### src/rtl/led_mode_controller_pkg.sv
// Shared types and constants for the LED mode controller.
//   mode_e       : display mode, value equals the selecting switch index minus one
//   *_INIT       : pattern value loaded when a mode is entered
//   init_pattern : maps a mode to its entry pattern
package led_mode_controller_pkg;

  typedef enum logic [1:0] {
    MODE_PASS  = 2'd0,
    MODE_WALK  = 2'd1,
    MODE_COUNT = 2'd2,
    MODE_BLINK = 2'd3
  } mode_e;

  localparam logic [3:0] WALK_INIT  = 4'b0001;
  localparam logic [3:0] COUNT_INIT = 4'b0000;
  localparam logic [3:0] BLINK_INIT = 4'b1111;

  // PASS never reads the pattern register, so its entry value is arbitrary.
  function automatic logic [3:0] init_pattern(input mode_e mode);
    logic [3:0] pat;
    case (mode)
      MODE_WALK:  pat = WALK_INIT;
      MODE_COUNT: pat = COUNT_INIT;
      MODE_BLINK: pat = BLINK_INIT;
      default:    pat = 4'b0000;
    endcase
    return pat;
  endfunction

endpackage

### src/rtl/led_mode_controller_debounce_filter.sv
// Single-switch conditioner: 2-flop synchroniser followed by a stability
// counter. The debounced level only follows the synchronised input once a
// mismatch has persisted for DEBOUNCE_LIMIT consecutive clocks.
// Ports:
//   i_Clk    : system clock
//   i_Rst    : asynchronous active-high reset
//   i_Switch : raw switch level, asynchronous to i_Clk
//   o_Switch : debounced level (raw-to-output latency 2 + DEBOUNCE_LIMIT edges)
module debounce_filter #(
  parameter int DEBOUNCE_LIMIT = 250000
) (
  input  logic i_Clk,
  input  logic i_Rst,
  input  logic i_Switch,
  output logic o_Switch
);

  localparam int CW = $clog2(DEBOUNCE_LIMIT + 1);

  logic          sync1_q, sync1_d;
  logic          sync2_q, sync2_d;
  logic          state_q, state_d;
  logic [CW-1:0] cnt_q,   cnt_d;

  always_comb begin
    sync1_d = i_Switch;
    sync2_d = sync1_q;
    state_d = state_q;
    cnt_d   = cnt_q;
    if (sync2_q == state_q) begin
      cnt_d = '0;
    end else if (cnt_q == CW'(DEBOUNCE_LIMIT - 1)) begin
      // This edge is the DEBOUNCE_LIMIT-th consecutive mismatch.
      state_d = sync2_q;
      cnt_d   = '0;
    end else begin
      cnt_d = cnt_q + CW'(1);
    end
  end

  always_ff @(posedge i_Clk or posedge i_Rst) begin
    if (i_Rst) begin
      sync1_q <= 1'b0;
      sync2_q <= 1'b0;
      state_q <= 1'b0;
      cnt_q   <= '0;
    end else begin
      sync1_q <= sync1_d;
      sync2_q <= sync2_d;
      state_q <= state_d;
      cnt_q   <= cnt_d;
    end
  end

  assign o_Switch = state_q;

endmodule

### src/rtl/led_mode_controller.sv
// Switch-driven LED pattern generator. Each switch is debounced; a press on
// switch N selects mode N-1 (PASS, WALK, COUNT, BLINK) and restarts it.
// Ports:
//   i_Clk, i_Rst          : system clock, asynchronous active-high reset
//   i_Switch_1..4         : raw switch levels, 1 = pressed
//   o_LED_1..4            : registered LED drive, 1 = on (LED_1 = pattern LSB)
//   o_Mode                : registered current mode
module led_mode_controller
  import led_mode_controller_pkg::*;
#(
  parameter int DEBOUNCE_LIMIT = 250000,
  parameter int CLKS_PER_TICK  = 6250000
) (
  input  logic       i_Clk,
  input  logic       i_Rst,
  input  logic       i_Switch_1,
  input  logic       i_Switch_2,
  input  logic       i_Switch_3,
  input  logic       i_Switch_4,
  output logic       o_LED_1,
  output logic       o_LED_2,
  output logic       o_LED_3,
  output logic       o_LED_4,
  output logic [1:0] o_Mode
);

  localparam int TW = $clog2(CLKS_PER_TICK);

  logic [3:0]    sw_raw;
  logic [3:0]    sw_deb;
  logic [3:0]    deb_prev_q, deb_prev_d;
  logic [3:0]    press;

  mode_e         mode_q, mode_d;
  logic          mode_load;

  logic [TW-1:0] tick_cnt_q, tick_cnt_d;
  logic          tick;
  logic [3:0]    pattern_q, pattern_d;
  logic [3:0]    led_q, led_d;

  assign sw_raw = {i_Switch_4, i_Switch_3, i_Switch_2, i_Switch_1};

  debounce_filter #(.DEBOUNCE_LIMIT(DEBOUNCE_LIMIT)) u_deb_1 (
    .i_Clk(i_Clk), .i_Rst(i_Rst), .i_Switch(sw_raw[0]), .o_Switch(sw_deb[0]));
  debounce_filter #(.DEBOUNCE_LIMIT(DEBOUNCE_LIMIT)) u_deb_2 (
    .i_Clk(i_Clk), .i_Rst(i_Rst), .i_Switch(sw_raw[1]), .o_Switch(sw_deb[1]));
  debounce_filter #(.DEBOUNCE_LIMIT(DEBOUNCE_LIMIT)) u_deb_3 (
    .i_Clk(i_Clk), .i_Rst(i_Rst), .i_Switch(sw_raw[2]), .o_Switch(sw_deb[2]));
  debounce_filter #(.DEBOUNCE_LIMIT(DEBOUNCE_LIMIT)) u_deb_4 (
    .i_Clk(i_Clk), .i_Rst(i_Rst), .i_Switch(sw_raw[3]), .o_Switch(sw_deb[3]));

  // One-cycle press pulse on each debounced rising edge.
  assign deb_prev_d = sw_deb;
  assign press      = sw_deb & ~deb_prev_q;

  // State register.
  always_ff @(posedge i_Clk or posedge i_Rst) begin
    if (i_Rst) begin
      mode_q <= MODE_PASS;
    end else begin
      mode_q <= mode_d;
    end
  end

  // Next-state: lowest-numbered pressed switch wins; any press reloads.
  always_comb begin
    mode_d    = mode_q;
    mode_load = 1'b0;
    if (press[0]) begin
      mode_d    = MODE_PASS;
      mode_load = 1'b1;
    end else if (press[1]) begin
      mode_d    = MODE_WALK;
      mode_load = 1'b1;
    end else if (press[2]) begin
      mode_d    = MODE_COUNT;
      mode_load = 1'b1;
    end else if (press[3]) begin
      mode_d    = MODE_BLINK;
      mode_load = 1'b1;
    end
  end

  // Output: LEDs reflect the current mode/pattern registers one edge later.
  always_comb begin
    led_d = pattern_q;
    if (mode_q == MODE_PASS) begin
      led_d = sw_deb;
    end
  end

  assign tick = (tick_cnt_q == TW'(CLKS_PER_TICK - 1));

  // Mode entry outranks a coincident tick: reload without advancing.
  always_comb begin
    tick_cnt_d = tick_cnt_q + TW'(1);
    pattern_d  = pattern_q;
    if (mode_load) begin
      tick_cnt_d = '0;
      pattern_d  = init_pattern(mode_d);
    end else if (tick) begin
      tick_cnt_d = '0;
      case (mode_q)
        MODE_WALK:  pattern_d = {pattern_q[2:0], pattern_q[3]};
        MODE_COUNT: pattern_d = pattern_q + 4'd1;
        MODE_BLINK: pattern_d = ~pattern_q;
        default:    pattern_d = pattern_q;
      endcase
    end
  end

  always_ff @(posedge i_Clk or posedge i_Rst) begin
    if (i_Rst) begin
      deb_prev_q <= 4'b0000;
      tick_cnt_q <= '0;
      pattern_q  <= 4'b0000;
      led_q      <= 4'b0000;
    end else begin
      deb_prev_q <= deb_prev_d;
      tick_cnt_q <= tick_cnt_d;
      pattern_q  <= pattern_d;
      led_q      <= led_d;
    end
  end

  assign {o_LED_4, o_LED_3, o_LED_2, o_LED_1} = led_q;
  assign o_Mode = mode_q;

endmodule

### config.mk
export PLATFORM = sky130hd
export DESIGN_NAME = led_mode_controller
export DESIGN_NICKNAME = d
export VERILOG_FILES = /design/src/rtl/led_mode_controller_pkg.sv /design/src/rtl/led_mode_controller_debounce_filter.sv /design/src/rtl/led_mode_controller.sv
export SDC_FILE = /design/constraint.sdc
export NUM_CORES = 1
export LEC_CHECK = 0
export BUFFER_PORTS_ARGS = -buffer_cell sky130_fd_sc_hd__buf_2
export CAP_MARGIN = 20
export CORE_MARGIN = 4
export CORE_UTILIZATION = 40
export CTS_BUF_LIST = sky130_fd_sc_hd__clkbuf_8
export DETAILED_ROUTE_END_ITERATION = 10
export PLACE_DENSITY_LB_ADDON = 0.08
export SYNTH_ARGS = -nofsm -noshare
export SYNTH_HDL_FRONTEND = slang
export SYNTH_SLANG_ARGS = --single-unit
### constraint.sdc
create_clock -name i_Clk -period 4.1 [get_ports i_Clk]
set_input_delay 0.82 -clock i_Clk [delete_from_list [all_inputs] [get_ports i_Clk]]
set_output_delay 0.82 -clock i_Clk [all_outputs]
set_load 0.02 [all_outputs]
[Word-level counts from Yosys, hierarchy flattened]
Cells that the tools add are included.
Operators by class
  equal/unequal tests: 14
  bitwise gates (word level): 7
  reductions and logical operators: 8
  muxes and demuxes: 23
  $add $sub $neg: 6
Operators with widths (number)
  $mux 18: 8
  $add 18x1->18 const B: 4
  $eq 18x18->1 const B: 4
  $mux 23: 2
  $add 23x1->23 const B: 1
  $eq 23x23->1 const B: 1
  $mux 4: 3
  $pmux 4 s3: 1
  $reduce_and 2->1: 5
  $mux 2: 4
  $not 4->4: 2
  $pmux 4 s2: 1
  $eq 2x2->1 const B: 3
  $add 4x1->4 const B: 1
  $and 4x4->4: 1
  $eq 1x1->1: 4
  $eq 2x1->1 const B: 2
  $mux 1: 4
  $not 1->1: 4
  $reduce_bool 4->1: 1
  $logic_not 2->1: 1
  $reduce_bool 2->1: 1
Storage, ports and cells
  flip-flop bits (word level): 121
  word-level logic and storage cells: 79
  input bits: 6
  output and inout bits: 6

[Logic depth before layout (Yosys ltp)]
  depth after elaboration: 9
  gate-level depth with buffers: 7
  depth with buffers taken out: 5

[Cells and area by module]
A second synthesis with hierarchy kept.
Unflattened totals
  cell total of the unflattened synthesis: 569
  area, all modules: 5947.0 sq um
By module, submodules not included
  debounce_filter: cells an instance 95, area each 1012.2 sq um, instances 4, seq. area each 525.5 sq um
  led_mode_controller: cells an instance 189, area each 1898.1 sq um, instances 1, seq. area each 925.9 sq um

[Worst setup path after synthesis]
Ideal clock, no wire load.
  kind: register to register
  start: register tick_cnt_q[0]
  end: register tick_cnt_q[22]
  path buffers: 1
  setup slack: 2.256 ns
  cell stages (with the launch flop): 7
  arrival time: 1.765 ns
  setup time: 0.079 ns
  period minus slack after synthesis: 1.844 ns
  path through: dfrtp_1 -> ha_1 -> nand3_1 -> or3_1 -> buf_2 -> or4_1 -> a21oi_1
On the way
  cells in the longest elaborated chain, start to end: 3
RTL lines
  start, declared: line led_mode_controller.sv:37  | logic [TW-1:0] tick_cnt_q, tick_cnt_d;
  start signal, assigned: line led_mode_controller.sv:121  | tick_cnt_q <= tick_cnt_d;
  $add 23x1->23 or $eq 23x23->1 (tied branches): line led_mode_controller.sv:97, led_mode_controller.sv:93
  $mux 23 (*): line led_mode_controller.sv:102  | end else if (tick) begin
  $mux 23 (*): line led_mode_controller.sv:99  | if (mode_load) begin
  named net tick_cnt_d[22]: line led_mode_controller.sv:37
The timed path passes the listed nets; every way through them passes the cells marked *.
A chain may end at the register's enable or synchronous reset.

[Worst setup path after layout]
  start: register mode_q[1], in the netlist o_Mode[1]
  end: output port o_Mode[1]
RTL lines
  start, declared: line led_mode_controller.sv:34  | mode_e mode_q, mode_d;
  start signal, assigned: line led_mode_controller.sv:62  | mode_q <= mode_d;
  end, declared: line led_mode_controller.sv:24  | output logic [1:0] o_Mode
No word-level cell between the ends.

==> impl_metrics.json <==
{
  "status": "completed",
  "cts_tree": "built",
  "synthArstFlopShare_pct": 100,
  "end_kind": "output pin",
  "dpl.hpwl_um": 7320,
  "hold_end": "u_deb_3.sync2_q",
  "dp_slack_ps": 2030,
  "cts_setup_buffers": 0,
  "chipWidth_um": 129,
  "grt_max_degree": 64,
  "path_buf_inv": 1,
  "port-buffer-count": 11,
  "p_sw_share_pct": 23.8,
  "avgSynthCellArea_um2": 10.1,
  "final-setup-viol-count": 0,
  "clk-insertion-delay-late_ps": 440,
  "syn_nets": 589,
  "met3_usage_pct": 4.44,
  "syn2layout_area_growth_pct": 11.3,
  "cts.reportedPaths.clkPinSlew_ps": 70,
  "seqPwrFrac_pct": 52.1,
  "cts-root-buf": "clkbuf_8",
  "place.gp.congestion": 0.805,
  "htreeDepth": 4,
  "startpoint": "o_Mode[1]",
  "ios": 12,
  "first_pass_iters": 4,
  "fmax_ghz": 0.483,
  "r2r_cells": 4,
  "clockPowerShare_pct": 45.3,
  "min_path_type": "flip-flop to flip-flop",
  "final_layout_size_suffix_gt1_share_pct": 10.0,
  "power_leakage_nw": 2.70,
  "routed_wirelength_um": 11000,
  "min_from": "u_deb_3.sync1_q",
  "hold_buffers": 0,
  "clk_path_buf_depth": 2,
  "num_antenna_cells": 0,
  "drc": 0,
  "synthFlopType": "dfrtp_1",
  "ys_ff_latch": 121,
  "start_util_pct": 41.4,
  "max_slew_margin_pct": 36.0,
  "synth.largest_area_cell": "dfrtp_1",
  "rsz0062_at_grt": "false",
  "grt_pass1_wl_um": 19600,
  "synthesis.instances": 577,
  "cts_buffers": 17,
  "max_slew.worst_pin.slew_ps": 957,
  "grt_pass1_vias": 4078,
  "comb_power_share_pct": 2.6,
  "grt_remaining_overflow": 0,
  "netlist_area_um2": 5840,
  "busiest_layer": "met2",
  "critPathKind": "flip-flop to output pin",
  "finalSetupTns_ps": 0,
  "ctsResizeCount": 0,
  "reg2reg_slack_ps": 2050,
  "core_area_um2": 14100,
  "drtIter0Drc": 177,
  "yosys_warnings": 0,
  "crit_fanout": 11,
  "arrival_ps": 1250,
  "num_vias": 4255,
  "period_minus_slack_ps": 2070,
  "fin_crit_sh_pct": 50.5,
  "synthTopCellsByArea": "dfrtp_1 52%, xnor2_1 5.9%, nor2_1 5.7%",
  "die_area_um2": 16600,
  "critPathTopFamily": "flip-flops",
  "r2r_end": "u_deb_4.cnt_q[13]",
  "fin_nets": 608,
  "antenna_found_initial": 0,
  "finClkSkew_ps": 10.3,
  "reg2reg_from": "u_deb_4.cnt_q[0]",
  "clock-sinks": 121,
  "cap_viol_max_count": 0,
  "cp-start-kind": "flip-flop",
  "irDropWorstVdd_mv": 0.223,
  "fp-row-count": 43,
  "die_h_um": 129,
  "synth.distinct_cells": 48,
  "use_met2_pct": 21.7,
  "setup_slack_ps": 2030,
  "p_int_mw": 1.78,
  "grt.total_usage_pct": 14.5,
  "cp_cell_sequence": "buf_2",
  "hold_viol_final": 0,
  "slew_violations": 0,
  "switching_power_uw": 556,
  "synth_common_cells": "121 x dfrtp_1, 89 x nor2_1, 39 x nand3_1, 39 x xnor2_1, 28 x xor2_1",
  "max_stage_delay_ps": 560,
  "critPathSlowestCell": "dfrtp_1",
  "synth_seq_area_share_pct": 51.9,
  "hold-path-cell-count": 0,
  "ant_nets": 0,
  "viasPerCell": 5.39,
  "use_met1_pct": 20.1,
  "power_density_nw_per_um2": 360,
  "synth-edff-count": 0,
  "wl_per_cell_um": 13.9,
  "yosysMostFrequentCell": "dfrtp_1",
  "crit_required_ps": 3280,
  "synth_top_area_share_pct": 51.9,
  "fillCellCount": 1351
}
cells in the final DEF (no fill, tap or decap), types with 16 or more instances in the layout:
master	n
dfrtp_1	121
nor2_1	89
xnor2_1	39
nand3_1	39
xor2_1	28
nand2_1	26
nand4_1	24
a21oi_1	23
nor4_1	19
clkbuf_8	18
inv_1	16
final cells by class:
class | count | area, um^2 | share of cell area [%]
clock buffers | 18 | 248 | 3.82
clock inverters | 14 | 149 | 2.29
inverters | 17 | 66.3 | 1.02
multi-input cells | 425 | 2680 | 41.3
flip-flops and latches | 121 | 3030 | 46.6
well taps | 180 | 225 | 3.47
repair buffers | 14 | 93.8 | 1.45
registers in the layout, summed over array words and instances (netlist names), 2 cells and up:
register and count:
u_deb_3.cnt_q 18, deb_prev_q 4, u_deb_4.cnt_q 18, u_deb_2.cnt_q 18, o_Mode 2, u_deb_1.cnt_q 18
pattern_q 4, led_q 4, tick_cnt_q 23
worst reg2reg max path, cell delays in order (launching register included):
cell and delay [ps]:
dfrtp_1 400, ha_1 220, nand4_1 230, o41ai_4 940, nor2_1 120
power groups by stage:
stage	sequential (mW)	combinational (mW)	clock (mW)
detailed placement	1.24	0.0640	0
finish	1.22	0.0608	1.06
CTS	1.22	0.0642	1.10
global route	1.22	0.0722	1.15
global placement	1.24	0.0621	0
floorplan	1.24	0.0452	0
metal layers:
metal	vias up	share of wire, %
li1	2115	-
met1	2079	51
met2	51	45
met3	10	2.8
met4	0	1.1
met5	-	0
metrics by stage:
step	hold WS [ps]	total power, mW	std cells	utilization (%)	cell area (um^2)
after floorplan	331	1.28	577	-	5840
after global placement	335	1.30	756	43.2	6090
after detailed placement	338	1.30	757	43.3	6100
after CTS	356	2.38	789	46.1	6490
after global routing	373	2.45	789	46.1	6490
final	352	2.34	789	46.1	6490
worst max-delay path by stage:
stage                     cells after the start          endpoint  slack [ps]
after floorplan                               1     deb_prev_q[0]          70
after global placement                        4  u_deb_3.cnt_q[9]        1960
after detailed placement                      4  u_deb_1.cnt_q[4]        2030
after CTS                                     1         o_Mode[1]        2000
after global routing                          4  u_deb_4.cnt_q[7]        1770
final                                         1         o_Mode[1]        2030
cell families after synthesis:
| group | after synthesis | share of synthesized area [%] |
|---|---|---|
| compound gates | 61 | 7.53 |
| xor+xnor | 67 | 10.1 |
| fa+ha+maj | 6 | 1.29 |
| buf+inv | 31 | 2.12 |
| flops | 121 | 51.9 |
| mux | 8 | 1.52 |
| simple gates | 283 | 25.6 |
(Power assumes the default switching activity.)
